==> src/rtl/keypad_scanner.sv <==
// keypad_scanner: scans a 4x4 active-low keypad, debounces whole-scan results
// and presents the accepted key as a 4-bit code with a one-cycle strobe.
module keypad_scanner #(
    parameter int SCAN_CYCLES    = 4,
    parameter int DEBOUNCE_SCANS = 3
) (
    input  logic       clk,
    input  logic       rst,
    input  logic [3:0] row,
    output logic [3:0] col,
    output logic [3:0] decode,
    output logic       key_down,
    output logic       key_pulse
);
    localparam int DW = $clog2(SCAN_CYCLES);
    localparam int CW = $clog2(DEBOUNCE_SCANS + 1);
    localparam logic [DW-1:0] LAST = DW'(SCAN_CYCLES - 1);
    localparam logic [CW-1:0] CMAX = CW'(DEBOUNCE_SCANS);
    localparam logic [3:0] KMAP [16] = '{
        4'h1, 4'h4, 4'h7, 4'h0,
        4'h2, 4'h5, 4'h8, 4'hF,
        4'h3, 4'h6, 4'h9, 4'hE,
        4'hA, 4'hB, 4'hC, 4'hD
    };

    logic [3:0]    sync1, row_s, hits, col_code, scan_code, acc_code;
    logic [DW-1:0] dwell;
    logic [1:0]    col_idx, hit_cnt, first_row;
    logic [2:0]    col_hits, hit_sum;
    logic [4:0]    res, prev_res;
    logic [CW-1:0] stable_cnt, cnt_next;
    logic          sample, eos, accept;

    // A scan result is {valid, code}; NONE and MULTI both collapse to zero.
    always_comb begin
        sample    = dwell == LAST;
        eos       = sample && col_idx == 2'd3;
        hits      = ~row_s;
        col_hits  = {2'b0, hits[0]} + {2'b0, hits[1]} + {2'b0, hits[2]} + {2'b0, hits[3]};
        first_row = hits[0] ? 2'd0 : hits[1] ? 2'd1 : hits[2] ? 2'd2 : 2'd3;
        col_code  = KMAP[{col_idx, first_row}];
        hit_sum   = {1'b0, hit_cnt} + col_hits;
        scan_code = hit_cnt == 2'd0 ? col_code : acc_code;
        res       = hit_sum == 3'd1 ? {1'b1, scan_code} : 5'b0;
        cnt_next  = res != prev_res ? CW'(1) : stable_cnt == CMAX ? CMAX : stable_cnt + CW'(1);
        accept    = eos && cnt_next == CMAX && res != {key_down, decode};
    end

    always_ff @(posedge clk) begin
        if (!rst) begin
            sync1      <= 4'hF;
            row_s      <= 4'hF;
            dwell      <= '0;
            col_idx    <= 2'd0;
            col        <= 4'b1110;
            hit_cnt    <= 2'd0;
            acc_code   <= 4'h0;
            prev_res   <= 5'b0;
            stable_cnt <= '0;
            decode     <= 4'h0;
            key_down   <= 1'b0;
            key_pulse  <= 1'b0;
        end else begin
            sync1     <= row;
            row_s     <= sync1;
            dwell     <= sample ? '0 : dwell + DW'(1);
            key_pulse <= 1'b0;
            if (sample) begin
                col_idx  <= col_idx + 2'd1;
                col      <= {col[2:0], col[3]};
                hit_cnt  <= eos ? 2'd0 : hit_sum >= 3'd2 ? 2'd2 : hit_sum[1:0];
                acc_code <= eos ? 4'h0 : scan_code;
            end
            if (eos) begin
                stable_cnt <= cnt_next;
                prev_res   <= res;
            end
            if (accept) begin
                decode    <= res[3:0];
                key_down  <= res[4];
                key_pulse <= res[4];
            end
        end
    end
endmodule

==> config.mk <==
export PLATFORM = sky130hd
export DESIGN_NAME = keypad_scanner
export DESIGN_NICKNAME = d
export VERILOG_FILES = /design/src/rtl/keypad_scanner.sv
export SDC_FILE = /design/constraint.sdc
export NUM_CORES = 1
export LEC_CHECK = 0
export ABC_AREA = 1
export CAP_MARGIN = 20
export CELL_PAD_IN_SITES_DETAIL_PLACEMENT = 1
export CELL_PAD_IN_SITES_GLOBAL_PLACEMENT = 1
export CORE_AREA = 5 5 82 65
export DETAILED_ROUTE_END_ITERATION = 8
export DIE_AREA = 0 0 87 70
export PLACE_DENSITY = 0.83
export SYNTH_ARGS = -nofsm -noshare
export SYNTH_HDL_FRONTEND = slang
export SYNTH_SLANG_ARGS = --single-unit
==> constraint.sdc <==
create_clock -name clk -period 4.3 [get_ports clk]
set_input_delay 0.645 -clock clk [delete_from_list [all_inputs] [get_ports clk]]
set_output_delay 0.645 -clock clk [all_outputs]
set_load 0.02 [all_outputs]
Word-level counts from Yosys, hierarchy flattened:

Memories as Yosys holds them, arrays and structs flattened.
Cells that the tools add are included.

* ROM bits: 64
* flip-flop bits (word level): 35
* memories: 1
* input port bits: 6

Memory list
* (no name shown): words 16, bits a word 4, rd ports 1, clocked after memory_dff 0, wr ports 0, RTL line 41 `col_code = KMAP[{col_idx, first_row}];`

* reductions and logical operators: 6
* equal/unequal tests: 7
* bitwise operators: 3
* $add $sub $neg: 7
* muxes and demuxes: 12
* $lt $le $gt $ge: 2

Operators with widths (count)
* 2-to-1 mux 4 bit: 4
* 2-to-1 mux 2 bit: 6
* != test 5 bit: 2
* equality test 2 bit, second input constant: 4
* adder 2 x 1 -> 2 bit, second input constant: 3
* greater-or-equal comparator 5 bit, second input constant: 1
* 2-to-1 mux 5 bit: 1
* NOT 4 -> 5 bit: 1
* NOT 4 bit: 1
* adder 2 x 1 -> 3 bit: 1
* adder 2 x 3 -> 3 bit: 1
* adder 3 x 1 -> 3 bit: 1
* equality test 3 x 1 -> 1 bit, second input constant: 1
* greater-or-equal comparator 3 x 2 -> 1 bit, second input constant: 1
* logical AND 1 bit: 3
* adder 1 x 1 -> 2 bit: 1
* logical NOT 2 bit: 1
* AND reduction 2 bit: 1
* OR reduction 2 bit: 1
* 2-to-1 mux 1 bit: 1
* NOT 1 bit: 1

Depth between registers and ports, before layout:

Gate-level depths: netlist (run 1).

* depth in word-level cells: 16
* gate-level depth with buffers: 19
* depth with buffers taken out: 19

Worst setup path after synthesis (run 1):

No wires, ideal clock.

* path kind: reg-to-reg
* start point: reg row_s[0]
* end point: reg decode[2]
* arrival time: 3.056 ns
* setup slack: 1.131 ns
* cell stages (with the launch flop): 18
* required time: 4.187 ns
* library setup time: 0.113 ns
* path buffers: 1
* path through: dfxtp_1 > inv_1 > fa_1 > inv_1 > fa_1 > inv_1 > fa_1 > or2_4 > nor2_8 > buf_12 > xnor2_1 > nand3_2 > inv_2 > nand3_4 > nand2_4 > nor2_4 > nor2_1 > nor2_1

* word-level cells in the longest chain between the ends: 13
* elaborated cells between the ends (all ways): 19

Ends and longest elaborated chain
* from (decl): RTL line 26 `logic [3:0] sync1, row_s, hits, col_code, scan_code, acc_code;`
* from (signal assigned): RTL line 65 `row_s <= sync1;`
* NOT 4 bit (*): RTL line 38 `hits = ~row_s;`
* parallel branches: the longest is 6 deep, another holds adder 2 x 1 -> 3 bit
* 2-to-1 mux 5 bit (*): RTL line 44 `res = hit_sum == 3'd1 ? {1'b1, scan_code} : 5'b0;`
* != test 5 bit: RTL line 45 `cnt_next = res != prev_res ? CW'(1) : stable_cnt == CMAX ? CMAX : stable_cnt + CW'(1);`
* 2-to-1 mux 2 bit: RTL line 45
* equality test 2 bit: RTL line 46 `accept = eos && cnt_next == CMAX && res != {key_down, decode};`
* logical AND 1 bit (2 in series): RTL line 46
* to (signal assigned): RTL line 79 `decode <= res[3:0];`
* to (decl): RTL line 11 `output logic [3:0] decode,`

Every way passes the cells marked *. The select of a mux whose other input is x is not followed.
A chain may end at the register's enable or synchronous reset.

Final worst setup path (run 1):

* start point: reg row_s[0]
* end point: reg decode[3]

The elaborated chain is that of the path after synthesis.

==> impl_metrics.toml, run 1 <==
[run_status]
status = "complete, no violations"

[sta]
skew_ns = 0.00868
hold_viol_final = 0
worst_slew_pin_slew_ns = 0.737
slew_violations = 0
rsz0062_at_grt = "false"
final-setup-viol-count = 0
final.setup.worst_slack_ns = 0.718
min_period_over_period_pct = 83.3
max_freq_mhz = 279
min_period_ns = 3.58
slew_headroom_pct = 50.7
setup_tns_ns = 0

[global_routing]
antenna_found_initial = 0
grt_pass1_wl_um = 7110
grt_pass1_vias = 1509
grt_max_degree = 21
grt_overflow = 0
grtUsageTotal_pct = 14.5

[final_layout]
layout.nets = 252
layout-drive-gt1-share_pct = 17.2
area_growth_pct = 15.2
layout_common_cells = "43 x nand2_1, 35 x dfxtp_1, 26 x inv_1, 18 x nor2_1, 15 x clkdlybuf4s50_1"
layout_commonest_cell = "nand2_1"
n_antenna_cell = 0

[clock_tree]
cts_tree = "built"
cts_resized = 0
cts_setup_buffers = 0
cts.sinks = 35
cts.path.max_buffers = 2
cts_buffers = 5
htree_levels = 2
path_clk_slew_ns = 0.08
cts_hold_buf = 0
cts-root-buf = "clkbuf_8"
insertion_delay_ns = 0.29

[worst_setup_path]
cp_max_fo = 15
path_class = "flip-flop to flip-flop"
worstSetupStartpointType = "flip-flop"
crit_family = "simple AND/OR/NAND/NOR gates"
crit_buf_inv = 4
cp-end-kind = "flip-flop"
cp_data_arrival_time_ns = 3.77
cp-startpoint = "row_s[0]"
worstPathCellList = "inv_1, fa_1, inv_1, fa_1, inv_1, fa_1, or2_4, nor2_8, nand3_2, nand2_1, nand2_1, clkinv_1, nand3_2, nor3_4, nand4_1, nand2_1, nor2_1"
r2r_start = "row_s[0]"
slowest_delay_ns = 0.53
critPathRequiredTime_ns = 4.49
crit_slowest_cell = "fa_1"

[drt]
vias_per_cell = 4.97
drt_iter0_drc = 68
first_pass_iters = 4
wl_per_cell_um = 13.4
m1WireLength_um = 2070
wl_met2_um = 1770
wirelength_um = 3980
maxUsedRoutingLayer = "met4"
drc = 0
ant_nets = 0
via_count = 1472
wl_met3_um = 125

[die]
die_w_um = 87
num_io_pins = 16
die_y_um = 70
rows = 21
initial_utilization_pct = 41.0
die_area_mm2 = 0.00609
coreArea_mm2 = 0.00439

[synthesis]
synth_edf_count = 0
post_synth_num_cell_types = 30
ys_async_sr_fraction_pct = 0
syn-cell-area_mm2 = 0.00180
yosys.area.top_type_share_pct = 38.9
synthCells = 222
ys_warn_count = 0
ys_seq_elements = 35
syn-num-nets = 236
ys_seq_area_share_pct = 38.9
yosysTopAreaCell = "dfxtp_1"
synth.top_cells.by_area = "dfxtp_1 39%, nand2_1 9.0%, inv_1 5.4%"
synth-main-ff-cell = "dfxtp_1"
syn_area_per_cell_um2 = 8.10

[worst_hold_path]
holdCritPathClass = "flip-flop to flip-flop"
worstHoldStart = "sync1[3]"

[job]
drv_cap = 0

[place]
place_ws_ns = 0.731
dp_hpwl_um = 2970
numPortBuffers = 15
place_congestion = 0.800

[pwr]
finalPower_uw = 750
static-leakage-power_uw = 0.000923
max-vdd-ir-drop_mv = 0.203
powerDensity_mw_per_mm2 = 362
-- registers in the layout (all words and copies together), names as in the netlist --
| name | count |
|---|---|
| col_idx | 2 |
| hit_cnt | 2 |
| prev_res | 5 |
| row_s | 4 |
| decode | 4 |
| key_down | 1 |
| dwell | 2 |
| stable_cnt | 2 |
| sync1 | 4 |
| col | 4 |
| key_pulse | 1 |
| acc_code | 4 |
-- where the power goes --
| part | total (µW) | internal, µW | switching (µW) |
|---|---|---|---|
| Clock | 257 | 131 | 126 |
| Combinational | 150 | 51.7 | 98.4 |
| Sequential | 343 | 335 | 7.57 |
-- Yosys cell counts, types with 3 or more instances --
library cell,number
nand2_1,43
dfxtp_1,35
inv_1,26
nor2_1,18
a21oi_1,12
nand3_1,12
o21ai_0,10
nand3_2,9
or2_2,8
nand4_1,7
ha_1,5
clkbuf_1,4
nand2_2,4
a22oi_1,3
fa_1,3
inv_2,3
nor2_4,3
o22ai_1,3
xnor2_1,3
-- worst paths after layout --
check	end	slack, ns	cells past startpoint
worst min-delay path	row_s[3]	0.42	1
worst max register to register	decode[3]	0.72	17
worst min register to register	row_s[3]	0.42	1
worst max-delay path	decode[3]	0.72	17
-- layout make-up --
| class | instances | area (µm²) |
|---|---|---|
| clock buffer | 6 | 82.6 |
| clock inverter | 2 | 16.3 |
| fill | 547 | 2310 |
| inverter | 30 | 113 |
| multi-input combinational | 151 | 940 |
| sequential | 35 | 701 |
| tap | 57 | 71.3 |
| timing repair buffer | 15 | 150 |
-- metal layers --
metal  GRT usage (%)  vias up
li1                -      746
met1            20.8      701
met2            21.7       21
met3            4.35        4
met4            2.60        0
met5               0        -
-- per-stage QoR --
step,util (%),hold WS (ns),std cells,instance area [µm²]
6_report,47.2,0.417,296,2070
5_1_grt,47.2,0.438,296,2070
4_1_cts,47.2,0.420,296,2070
3_5_place_dp,45.0,0.401,288,1970
2_1_floorplan,-,0.393,222,1800
3_3_place_gp,45.0,0.398,288,1970
-- logic make-up after synthesis --
group	after synthesis	share of synthesized area, %
compound gates	29	8.69
xor+xnor	4	1.95
fa+ha+maj	8	6.82
buf+inv	36	8.83
flops	35	38.9
simple gates	110	34.8
(Power assumes the default switching activity.)
==> inputs of run 2 (changes only) <==
--- a/config.mk
+++ b/config.mk
@@ -9,10 +9,10 @@
 export CAP_MARGIN = 20
 export CELL_PAD_IN_SITES_DETAIL_PLACEMENT = 1
 export CELL_PAD_IN_SITES_GLOBAL_PLACEMENT = 1
-export CORE_AREA = 5 5 82 65
+export CORE_AREA = 5 5 86 68
 export DETAILED_ROUTE_END_ITERATION = 8
-export DIE_AREA = 0 0 87 70
-export PLACE_DENSITY = 0.83
+export DIE_AREA = 0 0 91 73
+export PLACE_DENSITY = 0.8
 export SYNTH_ARGS = -nofsm -noshare
 export SYNTH_HDL_FRONTEND = slang
 export SYNTH_SLANG_ARGS = --single-unit
==> constraint.sdc (replaced) <==
create_clock -name clk -period 3 [get_ports clk]
set_input_delay 0.45 -clock clk [delete_from_list [all_inputs] [get_ports clk]]
set_output_delay 0.45 -clock clk [all_outputs]
set_load 0.02 [all_outputs]
==> run 2 against run 1 <==
Against the previous run: the flow now finishes with violations (negative setup slack); critical path type unchanged; non-clock buffer count is 20 higher; register-to-register slack got worse by 1.1 ns; sequential power grew 43%; routed wire length rose by 29%; clock skew shrank 0.0026 ns; cell count up 8.4%; clock-buffer cell count decreased by 1.
==> impl_metrics.toml, run 2 (same netlist as run 1, synthesis figures left out) <==
[sta]
slew_headroom_pct = 58.7
whs_ns = 0.413
min_period_over_period_pct = 111
final-setup-viol-count = 8
worst_slew_pin_slew_ns = 0.613
final.setup.worst_slack_ns = -0.340
skew_ns = 0.00605
max_freq_mhz = 299
hold_viol_final = 0
slew_violations = 0
rsz0062_at_grt = "true"
min_period_ns = 3.34

[die]
num_io_pins = 16
die_y_um = 73
die_w_um = 91
rows = 23
die_area_mm2 = 0.00664
coreArea_mm2 = 0.00504
initial_utilization_pct = 35.7

[final_layout]
layout.nets = 273
final_core_util_pct = 47.2
multi_input_area_mm2 = 0.00105
n_antenna_cell = 0
largest_reg_flops = 5
layout-drive-gt1-share_pct = 33.2
layout_common_cells = "37 x nand2_1, 32 x dfxtp_1, 20 x inv_1, 17 x nor2_1"
layout_commonest_cell = "nand2_1"
area_growth_pct = 32.1
nFillCells = 603
seqCellArea_um2 = 704
top_register = "prev_res"
finalNonFillerCells = 321

[worst_setup_path]
path_class = "flip-flop to flip-flop"
worstSetupStartpointType = "flip-flop"
crit_family = "simple AND/OR/NAND/NOR gates"
crit_slowest_cell = "fa_1"
worstPathCellList = "inv_2, fa_1, inv_2, fa_2, inv_2, fa_1, or2_4, nor2_8, buf_8, nand2_4, nand2_2, nand3_2, nor3_4, nand3_1, nand3_1, nand2_1"
cp_max_fo = 6
r2r_start = "row_s[3]"
timing.rr.end = "key_down"
r2r_slack_ns = -0.34
worst_r2r_path_depth = 16
slowest_delay_ns = 0.54
crit_top_cell = "inv_2"
critPathRequiredTime_ns = 3.19
cp_data_arrival_time_ns = 3.53
cp-end-kind = "flip-flop"
crit_buf_inv = 4

[clock_tree]
cts-root-buf = "clkbuf_8"
cts_tree = "built"
insertion_delay_ns = 0.30
path_clk_slew_ns = 0.07
htree_levels = 2
cts.path.max_buffers = 2
cts_hold_buf = 0
cts.sinks = 35
cts_buffers = 5

[drt]
first_pass_iters = 4
vias_per_cell = 5.03
drt_iter0_drc = 41
wirelength_um = 5140
ant_nets = 0
via_count = 1616
drc = 0
wl_per_cell_um = 16.0

[global_routing]
grt_pass1_vias = 1720
antenna_found_initial = 0
grt_overflow = 0
grt_pass1_wl_um = 8290
grtUsageTotal_pct = 15.9
grt_max_degree = 21

[place]
numPortBuffers = 15
place_ws_ns = -0.367
dp_hpwl_um = 3300
place_congestion = 0.777
dp.cells = 308

[run_status]
status = "finished, violations left"
violations = "negative setup slack"

[pwr]
powerDensity_mw_per_mm2 = 516
max-vdd-ir-drop_mv = 0.269
static-leakage-power_uw = 0.00105

[worst_hold_path]
whs_endpoint = "row_s[1]"
min_path_cells = 1
worstHoldStart = "sync1[1]"
holdCritPathClass = "flip-flop to flip-flop"

[job]
drv_cap = 0
==> run 2: how the worst max path moves through the flow <==
stage                  start   endpoint  slack (ns)  cells past startpoint
floorplan           row_s[3]  decode[2]       -0.07                     18
global placement    row_s[3]  decode[2]       -0.26                     17
detailed placement  row_s[3]  decode[0]       -0.37                     16
CTS                 row_s[3]  decode[0]       -0.26                     18
global route        row_s[3]  decode[0]       -0.49                     16
finish              row_s[3]   key_down       -0.34                     16
==> run 2: stage by stage <==
| step | TNS, ns | power (µW) | area [µm²] |
|---|---|---|---|
| 2_1_floorplan | -0.396 | 682 | 1810 |
| 3_3_place_gp | -1.65 | 740 | 2110 |
| 3_5_place_dp | -2.57 | 749 | 2110 |
| 4_1_cts | -1.64 | 1210 | 2350 |
| 5_1_grt | -3.47 | 1280 | 2380 |
| 6_report | -2.25 | 1230 | 2380 |
==> run 2: timing repair <==
| item | CTS | global route |
|---|---|---|
| gates cloned | 1 | 0 |
| setup buffers | 4 | 1 |
| resized for setup | 26 | 8 |
| pin swaps | 17 | 7 |
| setup endpoints to repair | 8 | 8 |
==> run 2: layout make-up <==
| class | count | share of cell area (%) |
|---|---|---|
| Clock buffer | 5 | 2.89 |
| Clock inverter | 2 | 1.58 |
| Inverter | 30 | 4.95 |
| Multi-Input combinational cell | 152 | 44.1 |
| Sequential cell | 35 | 29.6 |
| Tap cell | 62 | 3.26 |
| Timing Repair Buffer | 35 | 13.6 |
==> run 2: report_power, final <==
| part | switching [µW] | internal (µW) | total [µW] |
|---|---|---|---|
| clock network | 176 | 243 | 419 |
| logic | 189 | 127 | 316 |
| registers | 10.7 | 481 | 492 |
| total | 376 | 851 | 1230 |
==> run 2: metal layers <==
layer  wire, µm  vias up  global-route usage, %
met4        117        0                   6.84
met3        207       15                   4.12
met1       2250      772                   18.0
met2       2570       37                   28.4
met5          0        -                      0
li1           -      792                      -
==> inputs of run 3 (changes only) <==
--- a/config.mk
+++ b/config.mk
@@ -13,6 +13,7 @@
 export DETAILED_ROUTE_END_ITERATION = 8
 export DIE_AREA = 0 0 91 73
 export PLACE_DENSITY = 0.8
+export SKIP_CTS_REPAIR_TIMING = 1
 export SYNTH_ARGS = -nofsm -noshare
 export SYNTH_HDL_FRONTEND = slang
 export SYNTH_SLANG_ARGS = --single-unit
==> run 3 against run 2 <==
Against the previous run: the flow still finishes with violations (negative setup slack); cell count shrank 0.93%; maximum frequency grew 0.78%; sequential cell count is the same; critical path type unchanged.
==> impl_metrics.toml, run 3 (same netlist as run 1, synthesis figures left out) <==
[clock_tree]
cts_tree = "built"
cts.path.max_buffers = 2
insertion_delay_ns = 0.29
cts.sinks = 35
path_clk_slew_ns = 0.07
htree_levels = 2
cts_buffers = 5
cts-root-buf = "clkbuf_8"

[worst_setup_path]
path_class = "flip-flop to flip-flop"
cp_max_fo = 6
worstSetupStartpointType = "flip-flop"
critPathRequiredTime_ns = 3.23
cp-end-kind = "flip-flop"
crit_slowest_cell = "fa_1"
r2r_slack_ns = -0.31
cp_data_arrival_time_ns = 3.55
crit_top_cell = "inv_2"
worstPathCellList = "inv_2, fa_1, inv_2, fa_2, inv_2, fa_1, or2_4, nor2_8, buf_6, nand4_1, nand2_2, nand3_4, inv_4, nand3b_4, nor2_4, nand3_2, nand2_1"
slowest_delay_ns = 0.54

[final_layout]
layout.nets = 270
n_antenna_cell = 0
layout-drive-gt1-share_pct = 30.1
layout_common_cells = "41 x nand2_1, 32 x dfxtp_1, 20 x inv_1, 16 x nor2_1"
layout_commonest_cell = "nand2_1"
area_growth_pct = 27.9
largest_reg_flops = 5
nFillCells = 604
top_register = "prev_res"

[sta]
hold_viol_final = 0
max_freq_mhz = 302
slew_headroom_pct = 69.9
worst_slew_pin_slew_ns = 0.446
slew_violations = 0
whs_ns = 0.413
setup_tns_ns = -2.37
skew_ns = 0.00663
final-setup-viol-count = 8
rsz0062_at_grt = "true"
min_period_over_period_pct = 110
min_period_ns = 3.31
final.setup.worst_slack_ns = -0.314

[job]
drv_cap = 0

[die]
num_io_pins = 16
die_w_um = 91
rows = 23
die_y_um = 73
initial_utilization_pct = 35.7
coreArea_mm2 = 0.00504
die_area_mm2 = 0.00664

[pwr]
static-leakage-power_uw = 0.00102
powerDensity_mw_per_mm2 = 521
max-vdd-ir-drop_mv = 0.267

[drt]
drt_iter0_drc = 66
vias_per_cell = 5.10
drc = 0
via_count = 1622
ant_nets = 0
wl_per_cell_um = 14.9
wirelength_um = 4730
first_pass_iters = 4

[global_routing]
grt_pass1_wl_um = 7530
antenna_found_initial = 0
grtUsageTotal_pct = 14.3
grt_pass1_vias = 1609
grt_max_degree = 21
grt_overflow = 0

[run_status]
violations = "negative setup slack"
status = "finished, violations left"

[place]
dp_hpwl_um = 3300
numPortBuffers = 15
place_congestion = 0.777

[worst_hold_path]
holdCritPathClass = "flip-flop to flip-flop"
run 3: cell count changes in the layout (fill, tap and decap cells not counted), sizes merged:
cell and change:
buf -2, nor2 -1
run 3: path summary, 6_finish.rpt:
check | startpoint | to | cells after the start
max | row_s[3] | key_down | 17
min reg2reg | sync1[1] | row_s[1] | 1
min | sync1[1] | row_s[1] | 1
max reg2reg | row_s[3] | key_down | 17
run 3: area by class of cell:
type | instances | area (µm²) | share of cell area [%]
repair buffers | 33 | 297 | 12.9
flip-flops and latches | 35 | 704 | 30.6
inverters | 30 | 115 | 5.00
clock inverters | 2 | 37.5 | 1.63
clock buffers | 5 | 68.8 | 2.99
multi-input cells | 151 | 1000 | 43.5
well taps | 62 | 77.6 | 3.37
run 3: routing by layer:
| layer | GRT usage (%) | wire length [µm] | vias up |
|---|---|---|---|
| met1 | 17.5 | 2110 | 779 |
| met3 | 3.81 | 218 | 14 |
| met4 | 4.56 | 119 | 0 |
| met5 | 0 | 0 | - |
| met2 | 24.7 | 2280 | 44 |
| li1 | - | - | 785 |
run 3: where the power goes:
| part | switching (µW) | internal [µW] |
|---|---|---|
| sequential | 10.6 | 481 |
| combinational | 172 | 121 |
| clock | 170 | 243 |
| total | 353 | 845 |
run 3: worst max-delay path, delay by kind of cell, from the launching register on:
| family | cells | cell delay [ns] |
|---|---|---|
| AND/OR/NAND/NOR | 9 | 1.25 |
| flip-flops | 1 | 0.32 |
| buffers and inverters | 5 | 0.38 |
| adder cells (fa/ha/maj) | 3 | 1.30 |
run 3: metrics by stage:
step / total power (µW) / std cells / setup slack (ns) / utilization, % / area [µm²]
finish: 1200 / 318 / -0.314 / 45.7 / 2300
global route: 1250 / 318 / -0.472 / 45.7 / 2300
CTS: 1160 / 315 / -0.402 / 43.9 / 2210
detailed placement: 749 / 308 / -0.367 / 41.8 / 2110
global placement: 740 / 308 / -0.256 / 41.8 / 2110
floorplan: 682 / 222 / -0.0660 / - / 1810
